--- config.mk ---
export PLATFORM = sky130hd
export DESIGN_NAME = painterengine_gpu_writer_scheduler
export DESIGN_NICKNAME = d
export VERILOG_FILES = /design/src/rtl/painterengine_gpu_writer_scheduler.sv
export SDC_FILE = /design/constraint.sdc
export NUM_CORES = 1
export LEC_CHECK = 0
export CORE_MARGIN = 2
export CORE_UTILIZATION = 59
export CTS_BUF_LIST = sky130_fd_sc_hd__clkbuf_8 sky130_fd_sc_hd__clkbuf_16
export DETAILED_ROUTE_END_ITERATION = 6
export PLACE_DENSITY = 0.82
export SLEW_MARGIN = 20
export SYNTH_ARGS = -nofsm -noshare
export SYNTH_HDL_FRONTEND = slang
export SYNTH_SLANG_ARGS = --single-unit
--- constraint.sdc ---
create_clock -name i_wire_clock -period 6.05 [get_ports i_wire_clock]
set_input_delay 0.9075 -clock i_wire_clock [delete_from_list [all_inputs] [get_ports i_wire_clock]]
set_output_delay 0.9075 -clock i_wire_clock [all_outputs]
set_load 0.01 [all_outputs]
--- src/rtl/painterengine_gpu_writer_scheduler.sv ---
// ----------------------------------------------------------------------------
// painterengine_gpu_writer_scheduler
//
// Shares one DMA writer between four requesting channels. An idle scheduler
// picks a channel round-robin, holds the writer in reset with the router
// stable for PARAM_RELEASE_CYCLES, then releases it and waits for done, error
// or a timeout. The result is reported on the granted channel's done/error
// flag and held until that channel drops its request (four-phase handshake).
//
// Ports:
//   i_wire_clock              clock, all state on the rising edge
//   i_wire_resetn             asynchronous active-low reset
//   i_wire_request[3:0]       per-channel job request level
//   o_wire_grant[3:0]         one-hot granted channel, or 0
//   o_wire_channel_done[3:0]  per-channel success flag
//   o_wire_channel_error[3:0] per-channel failure flag
//   o_wire_error_type[2:0]    result code of the last finished job
//   o_wire_busy               high whenever the scheduler is not idle
//   o_wire_writer_router[3:0] one-hot channel select to the writer
//   o_wire_writer_resetn      active-low reset to the writer
//   i_wire_writer_done        writer job complete
//   i_wire_writer_error       writer in an error state
//   i_wire_writer_error_type  writer error code
// ----------------------------------------------------------------------------
module painterengine_gpu_writer_scheduler #(
    parameter int PARAM_RELEASE_CYCLES = 2,
    parameter int PARAM_TIMEOUT_CYCLES = 65535
) (
    input  logic       i_wire_clock,
    input  logic       i_wire_resetn,
    input  logic [3:0] i_wire_request,
    output logic [3:0] o_wire_grant,
    output logic [3:0] o_wire_channel_done,
    output logic [3:0] o_wire_channel_error,
    output logic [2:0] o_wire_error_type,
    output logic       o_wire_busy,
    output logic [3:0] o_wire_writer_router,
    output logic       o_wire_writer_resetn,
    input  logic       i_wire_writer_done,
    input  logic       i_wire_writer_error,
    input  logic [2:0] i_wire_writer_error_type
);

    localparam logic [3:0]  RELEASE_LAST  = 4'(PARAM_RELEASE_CYCLES - 1);
    localparam logic [15:0] TIMEOUT_LIMIT = 16'(PARAM_TIMEOUT_CYCLES);

    typedef enum logic [1:0] {
        ST_IDLE,
        ST_LAUNCH,
        ST_RUN,
        ST_COMPLETE
    } state_t;

    state_t      state_reg, state_next;
    logic [1:0]  last_grant_reg, last_grant_next;
    logic [3:0]  release_cnt_reg, release_cnt_next;
    logic [15:0] run_cnt_reg, run_cnt_next;
    logic [3:0]  grant_reg, grant_next;
    logic [3:0]  done_reg, done_next;
    logic [3:0]  error_reg, error_next;
    logic [2:0]  error_type_reg, error_type_next;
    logic        busy_reg, busy_next;
    logic        writer_resetn_reg, writer_resetn_next;

    // Round-robin candidates: slot gi holds channel (last_grant + 1 + gi) mod 4,
    // so slot 0 is the highest-priority channel and slot 3 is last_grant itself.
    logic [1:0] rr_idx [4];
    logic [3:0] rr_hit;
    logic       rr_any;
    logic [1:0] rr_pick;

    for (genvar gi = 0; gi < 4; gi++) begin : g_rr
        assign rr_idx[gi] = last_grant_reg + 2'(gi + 1);
        assign rr_hit[gi] = i_wire_request[rr_idx[gi]];
    end

    // Lowest slot wins: scan downward so the last hit written is the winner.
    always_comb begin
        rr_any  = 1'b0;
        rr_pick = last_grant_reg;
        for (int k = 3; k >= 0; k--) begin
            if (rr_hit[k]) begin
                rr_any  = 1'b1;
                rr_pick = rr_idx[k];
            end
        end
    end

    always_ff @(posedge i_wire_clock or negedge i_wire_resetn) begin
        if (!i_wire_resetn) begin
            state_reg         <= ST_IDLE;
            last_grant_reg    <= 2'd3;
            release_cnt_reg   <= 4'd0;
            run_cnt_reg       <= 16'd0;
            grant_reg         <= 4'd0;
            done_reg          <= 4'd0;
            error_reg         <= 4'd0;
            error_type_reg    <= 3'd0;
            busy_reg          <= 1'b0;
            writer_resetn_reg <= 1'b0;
        end else begin
            state_reg         <= state_next;
            last_grant_reg    <= last_grant_next;
            release_cnt_reg   <= release_cnt_next;
            run_cnt_reg       <= run_cnt_next;
            grant_reg         <= grant_next;
            done_reg          <= done_next;
            error_reg         <= error_next;
            error_type_reg    <= error_type_next;
            busy_reg          <= busy_next;
            writer_resetn_reg <= writer_resetn_next;
        end
    end

    always_comb begin
        state_next         = state_reg;
        last_grant_next    = last_grant_reg;
        release_cnt_next   = release_cnt_reg;
        run_cnt_next       = run_cnt_reg;
        grant_next         = grant_reg;
        done_next          = done_reg;
        error_next         = error_reg;
        error_type_next    = error_type_reg;
        busy_next          = busy_reg;
        writer_resetn_next = writer_resetn_reg;

        case (state_reg)
            ST_IDLE: begin
                if (rr_any) begin
                    grant_next       = 4'b0001 << rr_pick;
                    last_grant_next  = rr_pick;
                    release_cnt_next = 4'd0;
                    busy_next        = 1'b1;
                    state_next       = ST_LAUNCH;
                end
            end

            // Writer stays in reset while the router settles; writer status
            // lines are meaningless here and are not looked at.
            ST_LAUNCH: begin
                if (release_cnt_reg == RELEASE_LAST) begin
                    release_cnt_next   = 4'd0;
                    run_cnt_next       = 16'd0;
                    writer_resetn_next = 1'b1;
                    state_next         = ST_RUN;
                end else begin
                    release_cnt_next = release_cnt_reg + 4'd1;
                end
            end

            // Error takes precedence over done; timeout only when both are low.
            ST_RUN: begin
                if (i_wire_writer_error) begin
                    error_next         = grant_reg;
                    error_type_next    = i_wire_writer_error_type;
                    writer_resetn_next = 1'b0;
                    state_next         = ST_COMPLETE;
                end else if (i_wire_writer_done) begin
                    done_next          = grant_reg;
                    error_type_next    = 3'b000;
                    writer_resetn_next = 1'b0;
                    state_next         = ST_COMPLETE;
                end else if (run_cnt_reg == TIMEOUT_LIMIT) begin
                    error_next         = grant_reg;
                    error_type_next    = 3'b111;
                    writer_resetn_next = 1'b0;
                    state_next         = ST_COMPLETE;
                end else begin
                    run_cnt_next = run_cnt_reg + 16'd1;
                end
            end

            // Result is held until the owning channel withdraws its request.
            ST_COMPLETE: begin
                if ((i_wire_request & grant_reg) == 4'd0) begin
                    grant_next   = 4'd0;
                    done_next    = 4'd0;
                    error_next   = 4'd0;
                    run_cnt_next = 16'd0;
                    busy_next    = 1'b0;
                    state_next   = ST_IDLE;
                end
            end

            default: begin
                state_next = ST_IDLE;
            end
        endcase
    end

    assign o_wire_grant         = grant_reg;
    assign o_wire_writer_router = grant_reg;
    assign o_wire_channel_done  = done_reg;
    assign o_wire_channel_error = error_reg;
    assign o_wire_error_type    = error_type_reg;
    assign o_wire_busy          = busy_reg;
    assign o_wire_writer_resetn = writer_resetn_reg;

endmodule

==> tab_implementation.tex <==
\begin{tabular}{lr}
\hline
Metric & Value \\
\hline
\multicolumn{2}{l}{\textbf{Outcome}} \\
Status & finished clean \\
\multicolumn{2}{l}{\textbf{GRT}} \\
Via count of the first global-routing pass & slightly below 2000 \\
Maximum number of pins on one net before global-route repair & 42 \\
Antenna violations before repair & 0 \\
Total overflow reported by the global router & 0 \\
First-pass GRT wire length & around 8800 µm \\
Combined global-route utilization of all metal layers & 25.62\% \\
\multicolumn{2}{l}{\textbf{Logic synthesis}} \\
Syn nets & 264 \\
Number of enable-type register cells in the synthesized netlist & 0 \\
Mapped Area & 2362 µm² \\
Number of unique standard cell types used by synthesis & 50 \\
Top cell type by total area after synthesis & dfrtp\_1 \\
Top FF cell, synth & dfrtp\_1 \\
Sequential cell area fraction in the yosys report & 43.54\% \\
Synthesized flop and latch total & 41 \\
Synthesized instance count & 245 \\
Portion of synthesized cell area occupied by the leading cell type & 41.31\% \\
Share of synthesized registers carrying an async set or reset & 100.0\% \\
Number of warning messages in the yosys log & 0 \\
Per-instance average area after synthesis & 9.642 µm² \\
Leading cell types by total area after synthesis & dfrtp\_1 (41\%), mux2\_2 (4.3\%), a21oi\_1 (4.2\%), ha\_1 (4.2\%), o31ai\_1 (3.5\%) \\
\multicolumn{2}{l}{\textbf{Hold path}} \\
Launch point of the worst hold path & o\_wire\_busy \\
Hold/Removal Path Class & reg2reg \\
\multicolumn{2}{l}{\textbf{Die}} \\
Die Ht & 67.28 µm \\
Number of placed I/O pins & 32 \\
Initial core utilization & $\sim$63\% \\
Die boundary width & 67.28 µm \\
Area of the core region & between 3000 and 4000 µm² \\
Row count & 22 \\
Die Outline Area & 4526 µm² \\
\multicolumn{2}{l}{\textbf{Routing}} \\
Count of nets left with antenna violations after detail routing & 0 \\
DRC violation count after routing & 0 \\
First-iteration detailed-routing DRC count & 161 \\
Wire per inst & 15.78 µm \\
Vias after detailed routing & 1991 \\
Count of TritonRoute iterations in the first routing pass & 4 \\
Drt via density & 6.241 \\
Detailed Route WL & 5035 µm \\
\multicolumn{2}{l}{\textbf{Layout}} \\
Core Util, Final & 74.10\% \\
Growth of design area from synthesis to finish & 17.43\% \\
Layout cells sized above 1 & 10.33\% \\
Non-filler instance count after layout & approximately 320 \\
Final Instance Area & roughly 2800 µm² \\
Number of nets in the finished design & just under 300 \\
Antenna diode count & 0 \\
Max FFs per register & 16 \\
\multicolumn{2}{l}{\textbf{Setup path}} \\
Max incr delay on CP & approximately 560 ps \\
Crit path launch type & input pin \\
Chain of cells forming the critical path & clkdlybuf4s50\_1 -> a22o\_1 -> o21ai\_4 -> nand3\_4 -> or4\_1 -> a21oi\_1 \\
Crit path capture type & register \\
Highest net fanout along the worst path & 25 \\
Crit path max-delay cell type & or4\_1 \\
Launch point of the worst reg-to-reg path & state\_reg[0] \\
Buffer and inverter count on the worst path & 1 \\
Delay-heaviest family, CP & simple AND/OR/NAND/NOR gates \\
Critical path start-end classification & in2reg \\
Arrival time of the worst setup path & 2910 ps \\
Setup crit start & i\_wire\_request[1] \\
Minimum setup slack among reg-to-reg paths & 3520 ps \\
Data required time at the worst endpoint & about 6300 ps \\
\multicolumn{2}{l}{\textbf{Placement}} \\
Quantity of I/O buffers inserted on ports & 31 \\
Placed insts & $\sim$310 \\
Routability congestion estimate & 0.8323 \\
HPWL after detailed placement & 3484 µm \\
Total cell area at the placement stage & 2670 µm² \\
\multicolumn{2}{l}{\textbf{Clock tree}} \\
CTS tree & yes \\
Clock latency of the later-clocked register in the worst-skew pair & $\sim$290 ps \\
Number of levels the H-tree was split into & 2 \\
Number of buffers created by CTS & 5 \\
Cell at the root of the clock tree & clkbuf\_8 \\
Post-cts hold buffer count & 0 \\
Post-CTS resize count & 0 \\
Worst-case clock buffer depth & 2 \\
Postcts setup bufs & 0 \\
Number of clock sinks & 41 \\
Clock slew seen by the registers of the worst setup and hold paths & 80 ps \\
\multicolumn{2}{l}{\textbf{Power}} \\
VDD IR max & 0.2830 mV \\
Power consumption & $\sim$1.2 mW \\
Leak pwr & about 1.1 nW \\
Pwr per Cell Area & 419.8 nW/µm² \\
\multicolumn{2}{l}{\textbf{STA}} \\
Unrepaired setup endpoints after global routing & no \\
Number of slew-limit violations in the final report & 0 \\
Normalized max-slew margin & 38.32\% \\
Final count of negative-setup-slack endpoints & 0 \\
Summed negative setup slack over all endpoints & 0 ps \\
Post-Route Skew & 7.102 ps \\
Final period demand of the worst path & 2697 ps \\
Final cycle utilization of the critical path & approximately 45\% \\
Maximum operating frequency & 370.8 MHz \\
Final hold violations & 0 \\
Actual transition at the worst max-transition pin & 925.2 ps \\
\multicolumn{2}{l}{\textbf{Job}} \\
Max-capacitance violation count & 0 \\
\hline
\end{tabular}
logic make-up after synthesis:
kind of cell               share of synthesized area, %
AOI/OAI and AO/OA                                 17.64
adders and majority gates                         4.237
buffers and inverters                             4.608
DFF                                               43.54
muxes                                             6.038
and+or+nand+nor                                   23.94
metal layers:
metal  track usage [%]  wire, µm  vias up
met3             5.500       220       10
met5                 0         0        -
met2             42.82      2411       47
li1                  -         -      962
met4             8.673        87        0
met1             33.08      2316      972
cells in the final DEF, fill, tap and decap left out, types with 2 or more instances in the layout:
master           count
dfrtp_1             39
clkdlybuf4s50_1     30
a21oi_1             20
nand2_1             19
nand3_1             12
o31ai_1             11
or4_1               11
o21ai_0             11
nor2_1              10
nand4_1              9
mux2_2               9
inv_1                8
ha_1                 8
nor2b_1              7
nor3_1               5
clkbuf_8             5
and3_1               4
nand2b_1             4
o21a_1               4
mux2i_1              3
a21o_1               3
a22o_1               2
nor4_2               2
nand4b_1             2
or3_1                2
nor3b_1              2
o2bb2ai_1            2
dfstp_2              2
buf_4                2
final cells by class:
class | count | area [µm²]
clock buffer | 5 | 68.82
sequential | 41 | 1028
tap | 48 | 60.06
multi-input combinational | 182 | 1231
inverter | 8 | 30.03
fill | 283 | 969.7
clock inverter | 2 | 35.03
timing repair buffer | 33 | 320.3
synth_stat cells (2+ instances only):
| master | count |
|---|---|
| dfstp_2 | 2 |
| buf_2 | 3 |
| nand2_1 | 19 |
| o21a_1 | 4 |
| o2bb2ai_1 | 2 |
| nor3_1 | 5 |
| o21ai_0 | 11 |
| dfrtp_1 | 39 |
| and3_1 | 4 |
| or4_1 | 11 |
| clkbuf_1 | 6 |
| nand3_1 | 12 |
| nor3b_1 | 2 |
| nor2_1 | 10 |
| ha_1 | 8 |
| a22o_1 | 2 |
| nand4_1 | 9 |
| o31ai_1 | 11 |
| or3_1 | 2 |
| nor2b_1 | 7 |
| nor4_1 | 2 |
| mux2_2 | 9 |
| a21o_1 | 3 |
| mux2i_1 | 3 |
| buf_4 | 4 |
| a21oi_1 | 20 |
| inv_1 | 8 |
| nand2b_1 | 4 |
| nand4b_1 | 2 |
stage by stage:
step / setup WS (ps) / hold WS, ps
floorplan: 3752 / 473.1
global placement: 3134 / 470.7
detailed placement: 3043 / 465.0
CTS: 3343 / 494.5
global route: 3218 / 507.8
finish: 3353 / 494.0
worst paths after layout:
kind | endpoint | depth (start not counted)
setup / recovery | run_cnt_reg[11] | 6
hold / removal | o_wire_busy | 1
setup reg to reg | run_cnt_reg[6] | 8
hold reg to reg | o_wire_busy | 1
max in group asynchronous | run_cnt_reg[2] | 1
min in group asynchronous | run_cnt_reg[9] | 1
where the power goes:
part / switching [mW] / total, mW / internal [mW]
combinational: 0.306 / 0.548 / 0.242
clock: 0.0921 / 0.212 / 0.120
sequential: 0.0595 / 0.404 / 0.345
total: 0.458 / 1.16 / 0.707
Note: power is estimated with default switching activity, not from simulation.
